**src/rtl/fpga_rst_seq_if.sv**
```systemverilog
// Sequencer bus: lock/request inputs and reset/status outputs.
// The slave side is the sequencer; the master side is the board top.
interface fpga_rst_seq_if;
   logic       pll_locked_i;
   logic       sw_rst_req_i;
   logic       core_rst_no;
   logic       jtag_trst_no;
   logic [2:0] seq_state_o;
   logic       lock_lost_o;
   logic [7:0] sw_rst_cnt_o;
   logic       heartbeat_o;

   modport master (
      output pll_locked_i,
      output sw_rst_req_i,
      input  core_rst_no,
      input  jtag_trst_no,
      input  seq_state_o,
      input  lock_lost_o,
      input  sw_rst_cnt_o,
      input  heartbeat_o
   );

   modport slave (
      input  pll_locked_i,
      input  sw_rst_req_i,
      output core_rst_no,
      output jtag_trst_no,
      output seq_state_o,
      output lock_lost_o,
      output sw_rst_cnt_o,
      output heartbeat_o
   );
endinterface

```
**src/rtl/fpga_rst_seq.sv**
```systemverilog
// Reset/boot sequencer: debounces PLL lock, then releases TAP and
// core resets in order; handles lock loss, sw resets and heartbeat.
module fpga_rst_seq #(
   parameter int LOCK_STABLE_CYCLES = 1024,
   parameter int CORE_RST_HOLD      = 64,
   parameter int SW_RST_HOLD        = 16,
   parameter int HEARTBEAT_DIV      = 25000000
) (
   input  logic           clk_i,
   input  logic           rst_ni,
   fpga_rst_seq_if.slave  bus
);

   localparam int M0 = (LOCK_STABLE_CYCLES > CORE_RST_HOLD) ?
                       LOCK_STABLE_CYCLES : CORE_RST_HOLD;
   localparam int M1 = (M0 > SW_RST_HOLD) ? M0 : SW_RST_HOLD;
   localparam int MP = (M1 > HEARTBEAT_DIV) ? M1 : HEARTBEAT_DIV;
   localparam int CW = $clog2(MP) + 1;

   localparam logic [CW-1:0] LS_END = CW'(LOCK_STABLE_CYCLES - 1);
   localparam logic [CW-1:0] CH_END = CW'(CORE_RST_HOLD - 1);
   localparam logic [CW-1:0] SW_END = CW'(SW_RST_HOLD - 1);
   localparam logic [CW-1:0] HB_END = CW'(HEARTBEAT_DIV - 1);

   typedef enum logic [2:0] {
      WAIT_LOCK = 3'd0,
      STABLE    = 3'd1,
      HOLD      = 3'd2,
      RUN       = 3'd3,
      SW_RST    = 3'd4
   } state_e;

   state_e        state_q, state_n;
   logic [CW-1:0] cnt_q, cnt_n;
   logic [CW-1:0] hb_cnt_q, hb_cnt_n;
   logic          hb_q, hb_n;
   logic          sync1_q, lock_s;
   logic          core_q, jtag_q;
   logic          lost_q, lost_n;
   logic [7:0]    sw_cnt_q, sw_cnt_n;
   logic          sw_acc;
   logic          lost_ev;

   always_ff @(posedge clk_i) begin
      if (!rst_ni) begin
         sync1_q <= 1'b0;
         lock_s  <= 1'b0;
      end else begin
         sync1_q <= bus.pll_locked_i;
         lock_s  <= sync1_q;
      end
   end

   // Lock loss is checked first in every locked state, so it wins
   // over counter expiry and over a coincident sw request.
   always_comb begin
      state_n = state_q;
      cnt_n   = cnt_q;
      sw_acc  = 1'b0;
      lost_ev = 1'b0;
      case (state_q)
         WAIT_LOCK: begin
            cnt_n = '0;
            if (lock_s) state_n = STABLE;
         end
         STABLE: begin
            if (!lock_s) begin
               state_n = WAIT_LOCK;
               cnt_n   = '0;
            end else if (cnt_q == LS_END) begin
               state_n = HOLD;
               cnt_n   = '0;
            end else begin
               cnt_n = cnt_q + 1'b1;
            end
         end
         HOLD: begin
            if (!lock_s) begin
               state_n = WAIT_LOCK;
               cnt_n   = '0;
            end else if (cnt_q == CH_END) begin
               state_n = RUN;
               cnt_n   = '0;
            end else begin
               cnt_n = cnt_q + 1'b1;
            end
         end
         RUN: begin
            if (!lock_s) begin
               state_n = WAIT_LOCK;
               cnt_n   = '0;
               lost_ev = 1'b1;
            end else if (bus.sw_rst_req_i) begin
               state_n = SW_RST;
               cnt_n   = '0;
               sw_acc  = 1'b1;
            end
         end
         SW_RST: begin
            if (!lock_s) begin
               state_n = WAIT_LOCK;
               cnt_n   = '0;
               lost_ev = 1'b1;
            end else if (cnt_q == SW_END) begin
               state_n = RUN;
               cnt_n   = '0;
            end else begin
               cnt_n = cnt_q + 1'b1;
            end
         end
         default: begin
            state_n = WAIT_LOCK;
            cnt_n   = '0;
         end
      endcase
   end

   // Divider only advances while staying in RUN; entry restarts it.
   always_comb begin
      hb_cnt_n = '0;
      hb_n     = 1'b0;
      if (state_n == RUN && state_q == RUN) begin
         if (hb_cnt_q == HB_END) begin
            hb_cnt_n = '0;
            hb_n     = ~hb_q;
         end else begin
            hb_cnt_n = hb_cnt_q + 1'b1;
            hb_n     = hb_q;
         end
      end
   end

   always_comb begin
      sw_cnt_n = sw_cnt_q;
      if (sw_acc && sw_cnt_q != 8'hFF) sw_cnt_n = sw_cnt_q + 8'd1;
      lost_n = lost_q | lost_ev;
   end

   always_ff @(posedge clk_i) begin
      if (!rst_ni) begin
         state_q  <= WAIT_LOCK;
         cnt_q    <= '0;
         hb_cnt_q <= '0;
         hb_q     <= 1'b0;
         core_q   <= 1'b0;
         jtag_q   <= 1'b0;
         lost_q   <= 1'b0;
         sw_cnt_q <= 8'd0;
      end else begin
         state_q  <= state_n;
         cnt_q    <= cnt_n;
         hb_cnt_q <= hb_cnt_n;
         hb_q     <= hb_n;
         core_q   <= (state_n == RUN);
         jtag_q   <= (state_n == HOLD) || (state_n == RUN) ||
                     (state_n == SW_RST);
         lost_q   <= lost_n;
         sw_cnt_q <= sw_cnt_n;
      end
   end

   assign bus.core_rst_no  = core_q;
   assign bus.jtag_trst_no = jtag_q;
   assign bus.seq_state_o  = state_q;
   assign bus.lock_lost_o  = lost_q;
   assign bus.sw_rst_cnt_o = sw_cnt_q;
   assign bus.heartbeat_o  = hb_q;

endmodule

```
**src/flat_wrapper.sv**
```systemverilog
// flat-port wrapper written by rule: the top's interface ports become plain ports
module fpga_rst_seq_flat 
#(
   parameter int LOCK_STABLE_CYCLES = 1024,
   parameter int CORE_RST_HOLD      = 64,
   parameter int SW_RST_HOLD        = 16,
   parameter int HEARTBEAT_DIV      = 25000000
)
  (clk_i, rst_ni, bus_pll_locked_i, bus_sw_rst_req_i, bus_core_rst_no, bus_jtag_trst_no, bus_seq_state_o, bus_lock_lost_o, bus_sw_rst_cnt_o, bus_heartbeat_o);
  fpga_rst_seq_if bus_i ();
  input  logic clk_i;
  input  logic rst_ni;
  input wire logic [$bits(bus_i.pll_locked_i)-1:0] bus_pll_locked_i;
  input wire logic [$bits(bus_i.sw_rst_req_i)-1:0] bus_sw_rst_req_i;
  output wire logic [$bits(bus_i.core_rst_no)-1:0] bus_core_rst_no;
  output wire logic [$bits(bus_i.jtag_trst_no)-1:0] bus_jtag_trst_no;
  output wire logic [$bits(bus_i.seq_state_o)-1:0] bus_seq_state_o;
  output wire logic [$bits(bus_i.lock_lost_o)-1:0] bus_lock_lost_o;
  output wire logic [$bits(bus_i.sw_rst_cnt_o)-1:0] bus_sw_rst_cnt_o;
  output wire logic [$bits(bus_i.heartbeat_o)-1:0] bus_heartbeat_o;
  assign bus_i.pll_locked_i = bus_pll_locked_i;
  assign bus_i.sw_rst_req_i = bus_sw_rst_req_i;
  assign bus_core_rst_no = bus_i.core_rst_no;
  assign bus_jtag_trst_no = bus_i.jtag_trst_no;
  assign bus_seq_state_o = bus_i.seq_state_o;
  assign bus_lock_lost_o = bus_i.lock_lost_o;
  assign bus_sw_rst_cnt_o = bus_i.sw_rst_cnt_o;
  assign bus_heartbeat_o = bus_i.heartbeat_o;
  fpga_rst_seq #(.LOCK_STABLE_CYCLES(LOCK_STABLE_CYCLES), .CORE_RST_HOLD(CORE_RST_HOLD), .SW_RST_HOLD(SW_RST_HOLD), .HEARTBEAT_DIV(HEARTBEAT_DIV)) u_core (.clk_i(clk_i), .rst_ni(rst_ni), .bus(bus_i));
endmodule
```
**config.mk**
```make
export PLATFORM = sky130hd
export DESIGN_NAME = fpga_rst_seq_flat
export DESIGN_NICKNAME = d
export VERILOG_FILES = /design/src/rtl/fpga_rst_seq_if.sv /design/src/rtl/fpga_rst_seq.sv /design/src/flat_wrapper.sv
export SDC_FILE = /design/constraint.sdc
export NUM_CORES = 1
export LEC_CHECK = 0
export BUFFER_PORTS_ARGS = -buffer_cell sky130_fd_sc_hd__clkbuf_2
export CAP_MARGIN = 20
export CORE_UTILIZATION = 51
export DETAILED_ROUTE_END_ITERATION = 8
export GPL_ROUTABILITY_DRIVEN = 0
export PLACE_DENSITY = 0.68
export RECOVER_POWER = 50
export REMOVE_ABC_BUFFERS = 1
export SYNTH_ARGS = -nofsm -noshare
export SYNTH_HDL_FRONTEND = slang
export SYNTH_SLANG_ARGS = --single-unit
```
**constraint.sdc**
```tcl
create_clock -name clk_i -period 2.4 [get_ports clk_i]
set_clock_uncertainty 0.2 [all_clocks]
set_input_delay 0.12 -clock clk_i [delete_from_list [all_inputs] [get_ports clk_i]]
set_output_delay 0.12 -clock clk_i [all_outputs]
set_load 0.02 [all_outputs]
```
==> insert_results.sql, run 1 <==
INSERT INTO impl_metrics (metric_group, metric, value, unit) VALUES
('run_status', 'status', 'finished clean', ''),
('synth', 'main_flop_type_after_synthesis', 'dfxtp_1', ''),
('synth', 'syn-instance-count', '418', ''),
('sta', 'totalNegativeSetupSlack', '0', 'ps'),
('clock_network', 'clock-sinks', '69', ''),
('routing', 'remaining_drc_errors', '0', ''),
('die', 'die_h', '87.0', 'um'),
('sta', 'worst_pin_slew', '1220', 'ps'),
('die', 'dieArea', '7560', 'sq um'),
('power', 'vdd_ir_drop_max', '0.329', 'mV'),
('flow_run', 'max-cap-violations', '0', ''),
('global_routing', 'global_route.usage.total', '0.211', ''),
('clock_network', 'cts_tree', 'built', ''),
('power', 'power.switching', '439', 'uW'),
('sta', 'setup_viol', '0', ''),
('routing', 'drt.antenna.violating_nets', '0', ''),
('global_routing', 'global_route_wire_length_before_repair', '12600', 'um'),
('synth', 'asyncSetResetFlopFracSynth', '0', ''),
('routing', 'total_routed_wirelength', '7500', 'um'),
('synth', 'synth_edf_count', '0', ''),
('routing', 'firstDrtPassIters', '4', ''),
('global_routing', 'overflow', '0', ''),
('clock_network', 'clk_pin_slew_worst_setup_hold_paths', '70', 'ps'),
('global_routing', 'grt_max_degree', '30', ''),
('setup_path', 'cp_max_fo', '15', ''),
('synth', 'synth_fa_ha_area_frac', '0.0102', ''),
('synth', 'muxShareOfSynthArea', '0.00272', ''),
('finish', 'number_of_diodes', '0', ''),
('clock_network', 'ctsHtreeMaxLevel', '3', ''),
('routing', 'viasPerCell', '5.66', ''),
('synth', 'fraction_of_the_mapped_netlist_area_in_compound_gates', '0.0931', ''),
('die', 'die-width', '87.0', 'um'),
('worst_hold_path', 'hp-class', 'reg2reg', ''),
('finish', 'area_overhead_vs_synth', '11.2', '%'),
('setup_path', 'critical_path_class', 'reg2reg', ''),
('sta', 'relative_slew_slack', '0.186', ''),
('synth', 'post_synth_xor_area_fraction', '0.117', ''),
('finish', 'area_of_all_placed_cells_without_fillers', '4100', 'sq um'),
('place', 'detailed_place_hpwl', '5230', 'um'),
('clock_network', 'number_of_post_cts_setup_repair_buffers', '0', ''),
('clock_network', 'root_buffer', 'clkbuf_8', ''),
('synth', 'synth-seq-cells', '69', ''),
('power', 'internal_power', '1800', 'uW'),
('finish', 'utilization', '0.596', ''),
('sta', 'final_hold_viol_count', '0', ''),
('sta', 'final_worst_setup_slack', '130', 'ps'),
('sta', 'finalWorstPathRequiredPeriod', '2270', 'ps'),
('die', 'top_level_ports', '19', ''),
('finish', 'layout.cells.most_common_list', '69 x dfxtp_1, 33 x nand2_1, 32 x nor2_1', ''),
('synth', 'synth_simple_gate_area_share', '0.359', ''),
('die', 'floorplan.initialDensity', '0.536', ''),
('sta', 'final.period_utilization', '0.946', ''),
('power', 'p_per_area', '546', 'nW/um^2'),
('synth', 'synth-seq-area-share', '0.375', ''),
('clock_network', 'numCtsBuffers', '9', ''),
('setup_path', 'critical_path.startpoint_type', 'flop', ''),
('clock_network', 'cts_buffer_depth', '2', ''),
('die', 'rows', '30', ''),
('setup_path', 'crit_path_end_kind', 'flop', ''),
('power', 'combinationalPowerShare', '0.013', ''),
('power', 'seq_power_share', '0.514', ''),
('setup_path', 'crit_family', 'simple AND/OR/NAND/NOR gates', ''),
('global_routing', 'initial_antenna_violation_count', '0', ''),
('sta', 'fmaxAchievable', '441', 'MHz'),
('routing', 'drt-wirelength-per-cell', '13.7', 'um'),
('setup_path', 'crit_buf_inv', '1', ''),
('sta', 'slew_violations', '0', ''),
('synth', 'synth_warnings', '0', ''),
('finish', 'layout.filler_cells', '627', ''),
('place', 'buffer_ports.inserted', '18', ''),
('die', 'coreArea', '6870', 'sq um');
-- flip-flops by register name, indices dropped and copies added (netlist names) --
signal,count
u_core.bus.core_rst_no,1
u_core.bus.heartbeat_o,1
u_core.bus.jtag_trst_no,1
u_core.bus.lock_lost_o,1
u_core.bus.seq_state_o,3
u_core.bus.sw_rst_cnt_o,8
u_core.cnt_q,26
u_core.hb_cnt_q,26
u_core.lock_s,1
u_core.sync1_q,1
-- cell type report --
class	count	area [sq um]	area share
multi-input combinational	317	2100	0.513
sequential	69	1380	0.337
timing repair buffer	36	219	0.0535
clock buffer	12	155	0.0379
tap	96	120	0.0293
clock inverter	4	70.1	0.0171
inverter	13	48.8	0.0119
-- power by group through the flow --
stage	Combinational [uW]	Clock (uW)	Sequential [uW]
after floorplan	8.57	0	1180
final	28.0	1060	1150
after CTS	29.1	1090	1150
after global routing	30.4	1140	1150
after global placement	24.7	0	1170
after detailed placement	25.1	0	1170
-- repair_timing --
item / in CTS / in global routing
resized for setup: 0 / 0
hold endpoints to repair: 3 / 0
hold buffers: 3 / 0
-- Yosys cell counts, drive strengths merged (4+ instances only) --
cell     instances  share of area
dfxtp           69           0.38
nor3            38          0.064
nand2           34          0.035
nor2            32          0.033
nand3           31          0.042
xnor2           26          0.062
xor2            23          0.055
nand4           19          0.034
nor4            18          0.051
and2            15          0.026
inv             13          0.013
clkbuf          10          0.011
buf              9          0.019
and3             8          0.014
a21boi           6          0.012
and4             6          0.014
o2111ai          6          0.016
a21oi            5         0.0068
nor2b            5         0.0085
o21ai            5         0.0068
or3              4         0.0068
-- metrics by stage --
step           total power [uW]  hold WS [ps]  std cells
5_1_grt                    2320           278        547
3_5_place_dp               1200           129        528
2_1_floorplan              1180          37.5        399
4_1_cts                    2270           242        547
6_report                   2240           239        547
3_3_place_gp               1200           133        528
-- worst reg2reg max path: cells and delay by family, from the launching register on --
kind	cells	cell delay, ps
and+or+nand+nor	1	600
DFF	1	450
AOI/OAI and AO/OA	3	600
buffers and inverters	1	340
-- metal layers --
layer	vias to the layer above	track usage	wire, um
met3	5	0.0607	346
li1	1553	-	-
met5	-	0	0
met2	66	0.344	3410
met1	1472	0.272	3710
met4	0	0.0561	36
-- cell families (layout without fill, tap and decap cells) --
kind of cell    after synthesis  count (layout)
mux                           1               1
compound gates               41              41
fa+ha+maj                     3               3
simple gates                223             223
flops                        69              69
buf+inv                      32              65
xor+xnor                     49              49
-- worst paths after layout --
check / from / end / slack (ps) / cells after the start
setup / recovery: u_core.bus.seq_state_o[2] / u_core.cnt_q[3] / 130 / 5
hold / removal: u_core.sync1_q / u_core.lock_s / 240 / 1
setup reg to reg: u_core.bus.seq_state_o[2] / u_core.cnt_q[3] / 130 / 5
hold reg to reg: u_core.sync1_q / u_core.lock_s / 240 / 1
(Power assumes the default switching activity.)
==> run 2, diff against run 1 <==
--- a/config.mk
+++ b/config.mk
@@ -10,7 +10,7 @@
 export CORE_UTILIZATION = 51
 export DETAILED_ROUTE_END_ITERATION = 8
 export GPL_ROUTABILITY_DRIVEN = 0
-export PLACE_DENSITY = 0.68
+export PLACE_DENSITY_LB_ADDON = 0.2
 export RECOVER_POWER = 50
 export REMOVE_ABC_BUFFERS = 1
 export SYNTH_ARGS = -nofsm -noshare
==> run 2 against run 1 <==
Final cell count is 0.18% higher. Non-clock buffer count is 1 higher. Routed wire length is 4.7% higher. First-iteration DRC count is 29% lower. Total power is 2.1% higher. Clock-buffer cell count is 3 lower. Fmax is 0.12% higher. Register-to-register slack hardly changed. Global-route usage is 1.4 points higher. Worst hold slack better by 2.1 ps. Setup slack better by 2.8 ps. Sequential share of layout area is 0.35 points lower. Critical path type unchanged. Critical endpoint is now u_core.cnt_q[10].
==> insert_results.sql, run 2 (synthesis gave the netlist of run 1 again) <==
INSERT INTO impl_metrics (metric_group, metric, value, unit) VALUES
('global_routing', 'grt_pass1_vias', '2911', ''),
('sta', 'final.period_utilization', '0.945', ''),
('die', 'die_h', '87.0', 'um'),
('setup_path', 'cp_max_fo', '17', ''),
('sta', 'holdWs', '241', 'ps'),
('die', 'dieArea', '7560', 'sq um'),
('routing', 'viasPerCell', '5.60', ''),
('run_status', 'status', 'finished clean', ''),
('sta', 'setup_viol', '0', ''),
('setup_path', 'critical_path.startpoint_type', 'flop', ''),
('clock_network', 'cts.repair.resized', '0', ''),
('setup_path', 'crit_path_end_kind', 'flop', ''),
('global_routing', 'overflow', '0', ''),
('routing', 'total_routed_wirelength', '7860', 'um'),
('sta', 'finalWorstPathRequiredPeriod', '2270', 'ps'),
('sta', 'relative_slew_slack', '0.646', ''),
('finish', 'instances_no_fill', '548', ''),
('routing', 'firstDrtPassIters', '4', ''),
('finish', 'multiInputGateArea', '2130', 'sq um'),
('routing', 'remaining_drc_errors', '0', ''),
('routing', '1st_iter_drt_viols', '96', ''),
('sta', 'final_hold_viol_count', '0', ''),
('clock_network', 'numCtsBuffers', '9', ''),
('clock_network', 'clock_insertion_delay_worst_skew', '360', 'ps'),
('finish', 'area_overhead_vs_synth', '12.4', '%'),
('clock_network', 'clock-sinks', '69', ''),
('clock_network', 'root_buffer', 'clkbuf_8', ''),
('setup_path', 'critical_path_class', 'reg2reg', ''),
('die', 'top_level_ports', '19', ''),
('clock_network', 'ctsHtreeMaxLevel', '3', ''),
('routing', 'drt.antenna.violating_nets', '0', ''),
('sta', 'totalNegativeSetupSlack', '0', 'ps'),
('global_routing', 'global_route_wire_length_before_repair', '13300', 'um'),
('die', 'coreArea', '6870', 'sq um'),
('finish', 'layout.filler_cells', '605', ''),
('finish', 'sequential_cell_area', '1380', 'sq um'),
('sta', 'fmaxAchievable', '441', 'MHz'),
('global_routing', 'global_route.usage.total', '0.224', ''),
('finish', 'post_route_cells_drive_above_1_share', '0.131', ''),
('die', 'rows', '30', ''),
('finish', 'area_of_all_placed_cells_without_fillers', '4140', 'sq um'),
('clock_network', 'cts_tree', 'built', ''),
('finish', 'num-nets-final', '454', ''),
('finish', 'mostFrequentLayoutCell', 'dfxtp_1', ''),
('setup_path', 'worst_ep_required_time', '2420', 'ps'),
('sta', 'worst_pin_slew', '527', 'ps'),
('finish', 'number_of_diodes', '0', ''),
('power', 'p_per_area', '552', 'nW/um^2'),
('setup_path', 'crit_arrival', '2290', 'ps'),
('worst_hold_path', 'hp-class', 'reg2reg', ''),
('finish', 'utilization', '0.603', ''),
('clock_network', 'number_of_post_cts_setup_repair_buffers', '0', ''),
('routing', 'num_vias', '3071', ''),
('sta', 'setup_repair_after_global_routing_missed_its_margin', 'false', ''),
('power', 'p_leak', '0.00133', 'uW'),
('global_routing', 'grt_max_degree', '28', ''),
('flow_run', 'max-cap-violations', '0', ''),
('clock_network', 'clk_pin_slew_worst_setup_hold_paths', '90', 'ps'),
('sta', 'slew_violations', '0', ''),
('routing', 'drt-wirelength-per-cell', '14.3', 'um'),
('clock_network', 'hold_buffers', '4', ''),
('place', 'buffer_ports.inserted', '18', ''),
('clock_network', 'cts_buffer_depth', '2', ''),
('place', 'placed_instance_area', '3910', 'sq um'),
('global_routing', 'initial_antenna_violation_count', '0', ''),
('finish', 'layout.cells.most_common_list', '69 x dfxtp_1, 33 x nand2_1, 32 x nor2_1', ''),
('place', 'post-place-cells', '528', ''),
('die', 'floorplan.initialDensity', '0.536', ''),
('die', 'die-width', '87.0', 'um'),
('power', 'vdd_ir_drop_max', '0.346', 'mV'),
('place', 'detailed_place_hpwl', '5280', 'um');
==> run 2: cell count changes in the layout (fill, tap and decap cells not counted), sizes merged <==
cell and change:
clkbuf -4, inv +4, clkinv -2, buf +1, clkinvlp +1, dlygate4sd3 +1
==> run 2: stage by stage <==
step,total power (uW),setup WS (ps)
final,2280,133
after global routing,2380,59.1
after CTS,2300,195
after detailed placement,1200,220
after global placement,1200,297
after floorplan,1180,182
==> run 2: worst paths after layout <==
check	startpoint	endpoint	slack (ps)	depth (start not counted)
setup reg to reg	u_core.cnt_q[0]	u_core.cnt_q[10]	130	7
setup / recovery	u_core.cnt_q[0]	u_core.cnt_q[10]	130	7
hold reg to reg	u_core.sync1_q	u_core.lock_s	240	1
hold / removal	u_core.sync1_q	u_core.lock_s	240	1
==> run 2: final cells by class <==
class | count | share of cell area
sequential | 69 | 0.334
clock inverter | 7 | 0.0254
multi-input combinational | 317 | 0.514
inverter | 13 | 0.0118
clock buffer | 9 | 0.0299
timing repair buffer | 37 | 0.0562
tap | 96 | 0.0290
==> run 2: worst max-delay path, stage by stage, from the launching register on <==
cell      delay [ps]
dfxtp_1          400
ha_1             210
and3_1           220
and2_2           240
a41oi_4          160
o31ai_4          250
clkbuf_2         360
nor2_1           110
==> run 2: per-layer routing <==
layer | part of all wire | GRT usage
met5 | 0 | 0
met4 | 0.019 | 0.0833
met3 | 0.033 | 0.0588
met2 | 0.48 | 0.383
met1 | 0.47 | 0.270
==> run 2: power breakdown <==
part           total, uW  internal [uW]  switching, uW  leakage, uW
clock network       1110            603            502     0.000113
registers           1150           1150           2.15     0.000556
logic               30.0           12.8           17.2     0.000663
